`src/rtl/simon_engine.sv`:
```
// Simon memory game: LFSR-generated colour sequence, timed lamp playback,
// and checking of the player's presses with an optional per-press timeout.
module simon_engine #(
    parameter int N_COLOURS      = 4,
    parameter int MAX_LEN        = 16,
    parameter int SHOW_CYCLES    = 4,
    parameter int GAP_CYCLES     = 2,
    parameter int TIMEOUT_CYCLES = 1000,
    localparam int CW = $clog2(N_COLOURS),
    localparam int RW = $clog2(MAX_LEN + 1)
) (
    input  logic                 clk,
    input  logic                 rst,
    input  logic                 start,
    input  logic [7:0]           seed,
    input  logic [N_COLOURS-1:0] btn,
    output logic [N_COLOURS-1:0] led,
    output logic [2:0]           state,
    output logic [RW-1:0]        round,
    output logic                 win,
    output logic                 lose
);

    localparam int AW = (MAX_LEN > 1) ? $clog2(MAX_LEN) : 1;
    localparam int PW = $clog2(GAP_CYCLES + SHOW_CYCLES);
    localparam int TW = (TIMEOUT_CYCLES > 0) ? $clog2(TIMEOUT_CYCLES + 1) : 1;

    typedef enum logic [2:0] {
        S_IDLE = 3'd0,
        S_GEN  = 3'd1,
        S_SHOW = 3'd2,
        S_WAIT = 3'd3,
        S_WIN  = 3'd4,
        S_LOSE = 3'd5
    } state_t;

    state_t              cur_q, nxt;
    logic [7:0]          lfsr_q, lfsr_d;
    logic [RW-1:0]       gen_q, gen_d;
    logic [PW-1:0]       phase_q, phase_d;
    logic [RW-1:0]       sidx_q, sidx_d;
    logic [RW-1:0]       idx_q, idx_d;
    logic [TW-1:0]       tmo_q, tmo_d;
    logic [RW-1:0]       round_q, round_d;
    logic [N_COLOURS-1:0] btn_prev_q;
    logic [N_COLOURS-1:0] led_q, led_d;
    logic                win_q, win_d, lose_q, lose_d;
    logic                mem_we;
    logic                press;
    logic [N_COLOURS-1:0] exp_oh;

    // Sequence memory is deliberately not reset; GEN rewrites every used entry.
    logic [CW-1:0] mem [0:(1<<AW)-1];

    function automatic logic [N_COLOURS-1:0] onehot(input logic [CW-1:0] c);
        onehot    = '0;
        onehot[c] = 1'b1;
    endfunction

    assign press  = (btn_prev_q == '0) && (btn != '0);
    assign exp_oh = onehot(mem[idx_q[AW-1:0]]);

    always_ff @(posedge clk or posedge rst) begin
        if (rst) begin
            cur_q      <= S_IDLE;
            lfsr_q     <= 8'h01;
            gen_q      <= '0;
            phase_q    <= '0;
            sidx_q     <= '0;
            idx_q      <= '0;
            tmo_q      <= '0;
            round_q    <= '0;
            btn_prev_q <= '0;
        end else begin
            cur_q      <= nxt;
            lfsr_q     <= lfsr_d;
            gen_q      <= gen_d;
            phase_q    <= phase_d;
            sidx_q     <= sidx_d;
            idx_q      <= idx_d;
            tmo_q      <= tmo_d;
            round_q    <= round_d;
            btn_prev_q <= btn;
        end
    end

    always_ff @(posedge clk) begin
        if (mem_we) mem[gen_q[AW-1:0]] <= lfsr_q[CW-1:0];
    end

    always_comb begin
        nxt     = cur_q;
        lfsr_d  = lfsr_q;
        gen_d   = gen_q;
        phase_d = phase_q;
        sidx_d  = sidx_q;
        idx_d   = idx_q;
        tmo_d   = tmo_q;
        round_d = round_q;
        mem_we  = 1'b0;
        case (cur_q)
            S_IDLE, S_WIN, S_LOSE: begin
                if (start) begin
                    nxt    = S_GEN;
                    lfsr_d = (seed == 8'h00) ? 8'h01 : seed;
                    gen_d  = '0;
                end
            end
            S_GEN: begin
                mem_we = 1'b1;
                lfsr_d = {lfsr_q[6:0], lfsr_q[7] ^ lfsr_q[5] ^ lfsr_q[4] ^ lfsr_q[3]};
                if (gen_q == RW'(MAX_LEN - 1)) begin
                    nxt     = S_SHOW;
                    round_d = RW'(1);
                    phase_d = '0;
                    sidx_d  = '0;
                end else begin
                    gen_d = gen_q + RW'(1);
                end
            end
            S_SHOW: begin
                if (phase_q == PW'(GAP_CYCLES + SHOW_CYCLES - 1)) begin
                    phase_d = '0;
                    if (sidx_q == round_q - RW'(1)) begin
                        nxt   = S_WAIT;
                        idx_d = '0;
                        tmo_d = '0;
                    end else begin
                        sidx_d = sidx_q + RW'(1);
                    end
                end else begin
                    phase_d = phase_q + PW'(1);
                end
            end
            S_WAIT: begin
                // A press in the expiry cycle wins over the timeout.
                if (press) begin
                    if (btn == exp_oh) begin
                        idx_d = idx_q + RW'(1);
                        tmo_d = '0;
                        if (idx_q + RW'(1) == round_q) begin
                            if (round_q < RW'(MAX_LEN)) begin
                                nxt     = S_SHOW;
                                round_d = round_q + RW'(1);
                                phase_d = '0;
                                sidx_d  = '0;
                            end else begin
                                nxt = S_WIN;
                            end
                        end
                    end else begin
                        nxt = S_LOSE;
                    end
                end else if (TIMEOUT_CYCLES > 0) begin
                    if (tmo_q == TW'(TIMEOUT_CYCLES)) nxt = S_LOSE;
                    else                              tmo_d = tmo_q + TW'(1);
                end
            end
            default: nxt = S_IDLE;
        endcase
    end

    // Outputs are computed from next-cycle values so the registers line up with state.
    always_comb begin
        led_d  = '0;
        win_d  = (nxt == S_WIN);
        lose_d = (nxt == S_LOSE);
        if (nxt == S_SHOW && phase_d >= PW'(GAP_CYCLES))
            led_d = onehot(mem[sidx_d[AW-1:0]]);
    end

    always_ff @(posedge clk or posedge rst) begin
        if (rst) begin
            led_q  <= '0;
            win_q  <= 1'b0;
            lose_q <= 1'b0;
        end else begin
            led_q  <= led_d;
            win_q  <= win_d;
            lose_q <= lose_d;
        end
    end

    assign led   = led_q;
    assign state = cur_q;
    assign round = round_q;
    assign win   = win_q;
    assign lose  = lose_q;

endmodule

```
`config.mk`:
```
export PLATFORM = sky130hd
export DESIGN_NAME = simon_engine
export DESIGN_NICKNAME = d
export VERILOG_FILES = /design/src/rtl/simon_engine.sv
export SDC_FILE = /design/constraint.sdc
export NUM_CORES = 1
export LEC_CHECK = 0
export ABC_CLOCK_PERIOD_IN_PS = 4000
export CAP_MARGIN = 20
export CORE_MARGIN = 3
export CORE_UTILIZATION = 40
export DETAILED_ROUTE_END_ITERATION = 8
export SYNTH_ARGS = -nofsm -noshare
export SYNTH_HDL_FRONTEND = slang
export SYNTH_SLANG_ARGS = --single-unit
```
`constraint.sdc`:
```
create_clock -name clk -period 4 [get_ports clk]
set_input_delay 0.8 -clock clk [delete_from_list [all_inputs] [get_ports clk]]
set_output_delay 0.8 -clock clk [all_outputs]
set_load 0.01 [all_outputs]
```
* Word level (Yosys, flattened, before mapping)
Memory sizes are Yosys's and may differ from the RTL's. Cells that the tools add are included.
Cells by class: equal/unequal tests 26, order comparisons 6, mux-type cells 56, bitwise logic cells 3, reductions and logical operators 19, $add $sub $neg 7
Operators by type and width (number):
- $mux W5 | 18
- $mux W10 | 5
- $mux W3 | 15
- $pmux W5 S2 | 3
- $add A5 B1 Y5 const B | 4
- $ne A2 B2 Y1 const B | 10
- $pmux W10 S2 | 1
- $mux W8 | 2
- $pmux W8 S2 | 1
- $eq A3 B3 Y1 const B | 5
- $pmux W5 S3 | 1
- $pmux W3 S4 | 1
- $add A10 B1 Y10 const B | 1
- $eq A10 B10 Y1 const B | 1
- $eq A5 B5 Y1 | 2
- $reduce_and A5 Y1 | 2
- $eq A3 B2 Y1 const B | 3
- $pmux W3 S3 | 1
- $logic_not A8 Y1 | 1
- $reduce_and A8 Y1 | 1
- $lt A2 B3 Y1 const B | 2
- $ne A3 B3 Y1 const B | 2
- $reduce_and A6 Y1 | 1
- $reduce_bool A2 Y1 | 3
- other kinds (20) | 31
Storage, ports and cells: input port bits 15, bits in writable memories 32, memories kept 1, bits in registers 54, logic and storage cells 131
Memory list:
- mem | depth 16, bits a word 2, rd ports 2, clocked after Yosys merged registers in 0, wr ports 1, RTL line 53 | logic [CW-1:0] mem [0:(1<<AW)-1];

* Depth between registers and ports, before layout
An unclocked memory read counts as a cell.
depth after elaboration 15, mapped depth 17, depth with buffers taken out 14

* Worst setup path before layout
OpenSTA, ideal clock, no wires.
path kind flip-flop to flip-flop, from reg idx_q[2], to reg led_q[1], in the netlist led[1], cell stages (with the launch flop) 14, clock period less this slack 3377 ps, arrival 3247 ps, library setup time 130 ps, path buffers 2, setup slack 623 ps, data required time 3870 ps, path through dfrtp_1 -> buf_6 -> mux4_1 -> mux2_2 -> or4b_4 -> o41ai_4 -> o311ai_4 -> nand2_2 -> o211a_4 -> buf_4 -> mux2_1 -> mux2i_1 -> a2bb2oi_2 -> a21oi_1
On the way: longest elaborated chain between the ends 15, elaborated cells between the ends (all ways) 30, classes of those cells add/sub (1); order compare (5); eq/ne (3); mux (17); reduce/logical (3); memory (1)
RTL lines:
- start, declared | RTL line 42 | logic [RW-1:0] idx_q, idx_d;
- start signal, assigned | RTL line 80 | idx_q <= idx_d;
- $mem_v2 Z16 W2
- $lt A2 B3 Y1 (not written as such) or $ge A2 B1 Y1 (tied branches) | RTL line 57 | onehot[c] = 1'b1;
- $logic_and A1 B1 Y1 (not written as such) | RTL line 57
- $mux W1 (not written as such) | RTL line 57
- $demux W1 S2 | RTL line 57
- $eq A4 B4 Y1 | RTL line 138 | if (btn == exp_oh) begin
- $mux W5 | RTL line 138
- $mux W5 | RTL line 137 | if (press) begin
- $pmux W5 S3 | RTL line 101 | case (cur_q)
- $mem_v2 Z16 W2
- $lt A2 B3 Y1 (not written as such) or $ge A2 B1 Y1 (tied branches) | RTL line 57
- $logic_and A1 B1 Y1 (not written as such) | RTL line 57
- $mux W1 (not written as such) | RTL line 57
- $demux W1 S2 | RTL line 57
- $mux W4 (*) | RTL line 168 | if (nxt == S_SHOW && phase_d >= PW'(GAP_CYCLES))
- named net led_d[1] | RTL line 46 | logic [N_COLOURS-1:0] led_q, led_d;
- end signal, assigned | RTL line 178 | led_q <= led_d;
- end, declared | RTL line 46
Mark *: on every way through the listed nets, which the timed path passes. The rest lies on a longest branch. The select of a mux whose other input is x is not followed. A chain may end at the register's enable or synchronous reset.

* Worst setup path after layout
Ends and elaborated chain as after synthesis.

==> flow_summary_export.csv <==
group,metric,value,unit
timing,finalCriticalPeriod,3.62,ns
timing,worst_pin_slew,0.654,ns
clocking,cts_buffer_depth,2,
placed_design,gp_congestion,0.866,
drt,ant_nets,0,
timing,setup_tns,0,ns
synthesis,yosys.area.top_type_share,25.3,%
outcome,status,"complete, no violations",
drt,vias,4081,
clocking,clkSlewWorstSetupHoldPaths,0.07,ns
drt,drt_wl_total,12.7,mm
die,core_area,12700,um^2
final_layout,final_layout_size_suffix_gt1_share,13.1,%
clocking,clk_root_buffer_cell,"clkbuf_16",
final_layout,area_delta_synth_final,17.9,%
clocking,clkSinkCount,86,
placed_design,port-buffer-count,28,
synthesis,ys_async_sr_fraction,62.8,%
critical_path,critical_path_class,"reg -> reg",
grt,grt_overflow,0,
power,power.density,562,nW/um^2
timing,max_freq,0.276,GHz
timing,finalHoldViolCount,0,
run,max-cap-violations,0,
final_layout,final.fill_count,1209,
timing,final_max_slew_viol_count,0,
drt,viasPerCell,5.47,
grt,antenna_found_initial,0,
power,p_leak,2.41,nW
synthesis,synth_area,5250,um^2
synthesis,ys_ff_latch,86,
timing,fin_hold_ws,0.502,ns
critical_path,crit_path_max_fanout,9,
final_layout,n_antenna_cell,0,
power,power,3.48,mW
critical_path,cp.required,4.26,ns
die,fp.dieW,121,um
clocking,ctsHtreeMaxLevel,3,
synthesis,seq_area_frac_synth,44.0,%
synthesis,synth_area_leaders,"dfrtp_1 25%, edfxtp_1 18%, mux2i_1 4.4%",
die,dieArea,14500,um^2
final_layout,multi_input_comb_area,2750,um^2
timing,setup_viol,0,
synthesis,synth_area_leader_cell,"dfrtp_1",
drt,detail_route.wl_per_cell,17.0,um
drt,first_iter_violations,331,
timing,worst_slack,0.380,ns
drt,drc,0,
grt,track_usage,18.1,%
placed_design,dpl.cell_count,729,
critical_path,crit_arrival,3.88,ns
clocking,cts_tree,"yes",
grt,grt_pass1_vias,3996,
critical_path,start_kind,"flop",
synthesis,synth_cell_type_count,71,
timing,fin_crit_sh,90.5,%
min_path,holdCritPathClass,"reg -> reg",
timing,rsz0062_at_grt,"no",
timing,slew_headroom,56.4,%
placed_design,dp_hpwl,9.63,mm
final_layout,fin_nets,595,
die,die_h,121,um
die,num_rows,41,
final_layout,area.sequential,2310,um^2
placed_design,post-place-ws,0.123,ns
clocking,holdBufCountCts,0,
die,io_pins,29,
synthesis,yosys_most_used_dff,"dfrtp_1",
synthesis,syn_nets,548,
clocking,cts_buffers,9,
power,max-vdd-ir-drop,0.000272,V
synthesis,synth_cells,522,
grt,grt_max_degree,29,
synthesis,yosysWarningCount,0,
die,start_util,41.3,%
drt,drtPass1Iterations,4,
clocking,cts_setup_buffers,0,
synthesis,synth.avg_cell_area,10.1,um^2
critical_path,end_kind,"flop",
timing,clock_skew,0.0117,ns
synthesis,synth-edff-count,32,
final_layout,finalNonFillerCells,746,
clocking,cts-resized-gates,0,
clocking,clock_latency,0.35,ns
grt,grt_pass1_wl,20.7,mm
[through the flow]
step	util (%)	cell area, um^2
floorplan	-	5250
global placement	46.1	5870
detailed placement	46.1	5870
CTS	48.6	6180
global route	48.7	6190
finish	48.7	6190
[power by group]
| part | switching (mW) | internal [mW] |
|---|---|---|
| Clock | 0.381 | 0.497 |
| Sequential | 0.212 | 1.15 |
| Combinational | 0.703 | 0.540 |
| Total | 1.29 | 2.18 |
[cells in the mapped netlist (4+ instances only)]
cell	instances
nand2b_1	4
mux2i_1	23
nand3b_1	5
clkbuf_1	15
nor2_1	34
and2_1	21
mux2_2	6
xor2_1	9
ha_1	11
nand4_1	12
inv_1	17
buf_2	5
o21ai_0	23
a21oi_1	21
nand2_1	45
and3_1	7
nor2b_1	11
nor3b_1	9
a31oi_1	8
o211ai_1	14
dfrtp_1	53
edfxtp_1	32
xnor2_1	15
mux2_1	5
nand3_1	24
nor3_1	16
o31ai_1	6
or3_1	5
[layout by cell type, fill, tap and decap left out, drive strengths merged, types with 11 or more instances in the layout]
master	synthesis	layout
nand4	12	12
inv	18	23
nor3	16	16
nor2	34	34
nor2b	11	11
mux2i	23	23
o21ai	28	28
edfxtp	32	32
nand2	47	47
a21oi	22	22
o211ai	14	14
clkdlybuf4s50	0	28
mux2	11	11
buf	10	33
xnor2	15	15
and2	21	21
nand3	24	24
ha	11	11
dfrtp	53	53
[worst max-delay path, stage by stage (launching register included)]
cell and delay, ns:
dfrtp_1 0.43, mux4_1 0.58, mux2_2 0.30, or4b_4 0.50, o41ai_4 0.09, o311a_1 0.48, o21ai_4 0.14, nand2_8 0.12
mux2_2 0.33, o211ai_1 0.20, o211ai_1 0.15, a21oi_1 0.21
[registers in the layout, indices dropped and copies added, names as in the netlist]
signal and flops:
state 3, phase_q 3, lfsr_q 8, lose 1, tmo_q 10, mem 32
round 5, idx_q 5, win 1, gen_q 5, led 4, btn_prev_q 4
sidx_q 5
[layer usage]
metal | part of all wire [%] | routed length (um) | vias to the layer above | track usage (%)
met2 | 46 | 5820 | 94 | 28.6
met3 | 4.5 | 576 | 16 | 3.41
met1 | 48 | 6050 | 1947 | 25.2
li1 | - | - | 2024 | -
met5 | 0 | 0 | - | 0
met4 | 1.8 | 231 | 0 | 5.81
[layout make-up]
| cell class | count | share of cell area [%] |
|---|---|---|
| Inverter | 18 | 1.09 |
| Timing Repair Buffer | 61 | 8.65 |
| Multi-Input combinational cell | 393 | 44.4 |
| Tap cell | 172 | 3.48 |
| Clock inverter | 7 | 1.35 |
| Clock buffer | 9 | 3.64 |
| Sequential cell | 86 | 37.4 |
[logic make-up after synthesis]
kind of cell,Yosys count,synth area share [%]
and+or+nand+nor,212,22.0
xor gates and xnor gates,24,4.00
DFF,86,44.0
adders and majority gates,11,2.62
AOI/OAI and AO/OA,109,15.5
buffers and inverters,43,3.69
muxes,37,8.17
[worst paths after layout]
kind,from,cells after the start,endpoint,slack [ns]
hold reg to reg,gen_q[4]$_DFFE_PP0P_,2,gen_q[4]$_DFFE_PP0P_,0.50
hold / removal,gen_q[4]$_DFFE_PP0P_,2,gen_q[4]$_DFFE_PP0P_,0.50
setup reg to reg,idx_q[2]$_DFFE_PP0P_,11,led[1]$_DFF_PP0_,0.38
setup / recovery,idx_q[2]$_DFFE_PP0P_,11,led[1]$_DFF_PP0_,0.38
min in group asynchronous,rst,2,lfsr_q[7]$_DFFE_PP0P_,0.83
max in group asynchronous,rst,3,btn_prev_q[1]$_DFF_PP0_,2.38
Power figures use the tool's default switching activity.
==> patch: new RTL, same flow settings <==
Put one more register stage on the output `round`, with the module's reset. The value now appears one clock later. The other outputs are not delayed to match.
--- a/src/rtl/simon_engine.sv
+++ b/src/rtl/simon_engine.sv
@@ -184,5 +184,11 @@
     assign led   = led_q;
     assign state = cur_q;
-    assign round = round_q;
+    always_ff @(posedge clk or posedge rst) begin
+        if (rst) begin
+            round <= '0;
+        end else begin
+            round <= round_q;
+        end
+    end
     assign win   = win_q;
     assign lose  = lose_q;
Behaviour: same outputs for any inputs over 10 cycles, from zero or initial values and one cycle with rst high; that may be too few to reach the edited logic, so the function may still have changed.
==> patch against the unedited design <==
  * Total power down 4.2%
  * Hold slack worse by 0.016 ns
  * Sequential power increased by 4%
  * Sequential cell count grew 5
  * Setup slack worse by 0.23 ns
  * Design area decreased by 3.3%
  * Wire length fell by 4.4%
  * Clock skew down 0.0013 ns
  * Synthesized cell count fell by 9.4%
  * Count of clock-buffer cells in the layout increased by 1
  * Combinational power fell by 19%
  * Area after synthesis fell by 3.0%
  * Largest power group unchanged
==> patch: results (changes against the unedited design) <==
grt met3 use -> 2.85% (-0.57 points)
top cells by area, synth -> dfrtp_1 (28%), edfxtp_1 (19%), mux2i_1 (4.3%)
routing usage on met1 -> 24.0% (-1.3 points)
met2 wire len -> 5.85 mm (+0.48%)
WP data arrival -> 4.08 ns (+0.20 ns)
fin nets -> 540 (-9.2%)
largest net degree at the start of global routing -> 32 (+10%)
syn_nets -> 499 (-8.9%)
post-synth cell types -> 74 (+4.2%)
sequential-to-total area share from yosys stat -> 47.9% (+3.8 points)
Wirelength per Cell -> 17.6 um (+3.9%)
Sw Share -> 34.2% (-3.0 points)
top post-synthesis cells by count -> dfrtp_1 (58), nand2_1 (41), o21ai_0 (33)
hpwl dp -> 9.21 mm (-4.4%)
Worst Min Path Start -> lfsr_q[2]
first-pass GRT wire length -> 20.0 mm (-3.4%)
hold endpoint -> lfsr_q[3]
RR Startpoint -> idx_q[0]
share of cells above drive strength 1 -> 13.3% (+0.23 points)
Final Routed Wirelength -> 12.1 mm (-4.4%)
Cells after Synth -> 473 (-9.4%)
placed cells -> 668 (-8.4%)
clk_skew -> 0.0104 ns (-0.00127 ns)
async set or reset register ratio after synthesis -> 64.8% (+2.0 points)
Max FO, Critical Path -> 6 (-3)
vias per cell -> 5.56 (+1.7%)
DRT met1 WL -> 5.46 mm (-9.8%)
status -> finished, final reports clean
FF-to-FF End -> led[3]
post-CTS sizing -> 1 (+1)
vias in the first global route -> 3,812 (-4.6%)
GR met2 Demand/Resource -> 29.1% (+0.52 points)
placer congestion estimate -> 0.873 (+0.88%)
Leak Pwr -> 2.44 nW (+1.3%)
## patch: worst max-delay path: stages, from the launching register on
cell	delay [ns]
dfrtp_2	0.45
mux4_1	0.58
mux4_2	0.51
or3b_4	0.40
a221oi_4	0.44
nor2_1	0.15
o21ai_2	0.20
buf_4	0.14
mux2_2	0.32
a2bb2oi_2	0.20
a21oi_2	0.09
a22o_2	0.26
## patch: cell families (layout without fill, tap and decap cells)
family	after synthesis	in the layout	share of synthesized area, %
AND/OR/NAND/NOR	179	179	18.6
AO/OA/AOI/OAI	107	107	15.6
flip-flops	91	91	47.9
multiplexers	31	31	8.08
buffers and inverters	30	76	2.70
XOR/XNOR	24	24	4.40
adder cells (fa/ha/maj)	11	11	2.70
## patch: worst max path at each step
stage                from     end  slack [ns]  cells after the start
2_1_floorplan  round_q[0]  led[3]        0.34                     13
3_3_place_gp     idx_q[0]  led[3]         0.1                     11
3_5_place_dp     idx_q[0]  led[3]       -0.05                     11
4_1_cts          idx_q[0]  led[3]        0.01                     11
5_1_grt          idx_q[0]  led[1]      -0.001                     11
6_report         idx_q[0]  led[3]        0.15                     11
## patch: layout make-up
type                       count  area (um2)
sequential                    91        2440
clock inverter                 6        88.8
multi-input combinational    352        2550
timing repair buffer          47         423
inverter                      13        48.8
clock buffer                  10         229
fill                        1149        6220
tap                          168         210
## patch: power groups by stage
stage | clock (mW) | sequential (mW) | combinational (mW)
2_1_floorplan | 0 | 1.35 | 0.723
3_3_place_gp | 0 | 1.43 | 0.978
3_5_place_dp | 0 | 1.43 | 0.995
4_1_cts | 0.933 | 1.41 | 1.00
5_1_grt | 0.975 | 1.45 | 1.13
6_report | 0.914 | 1.41 | 1.01
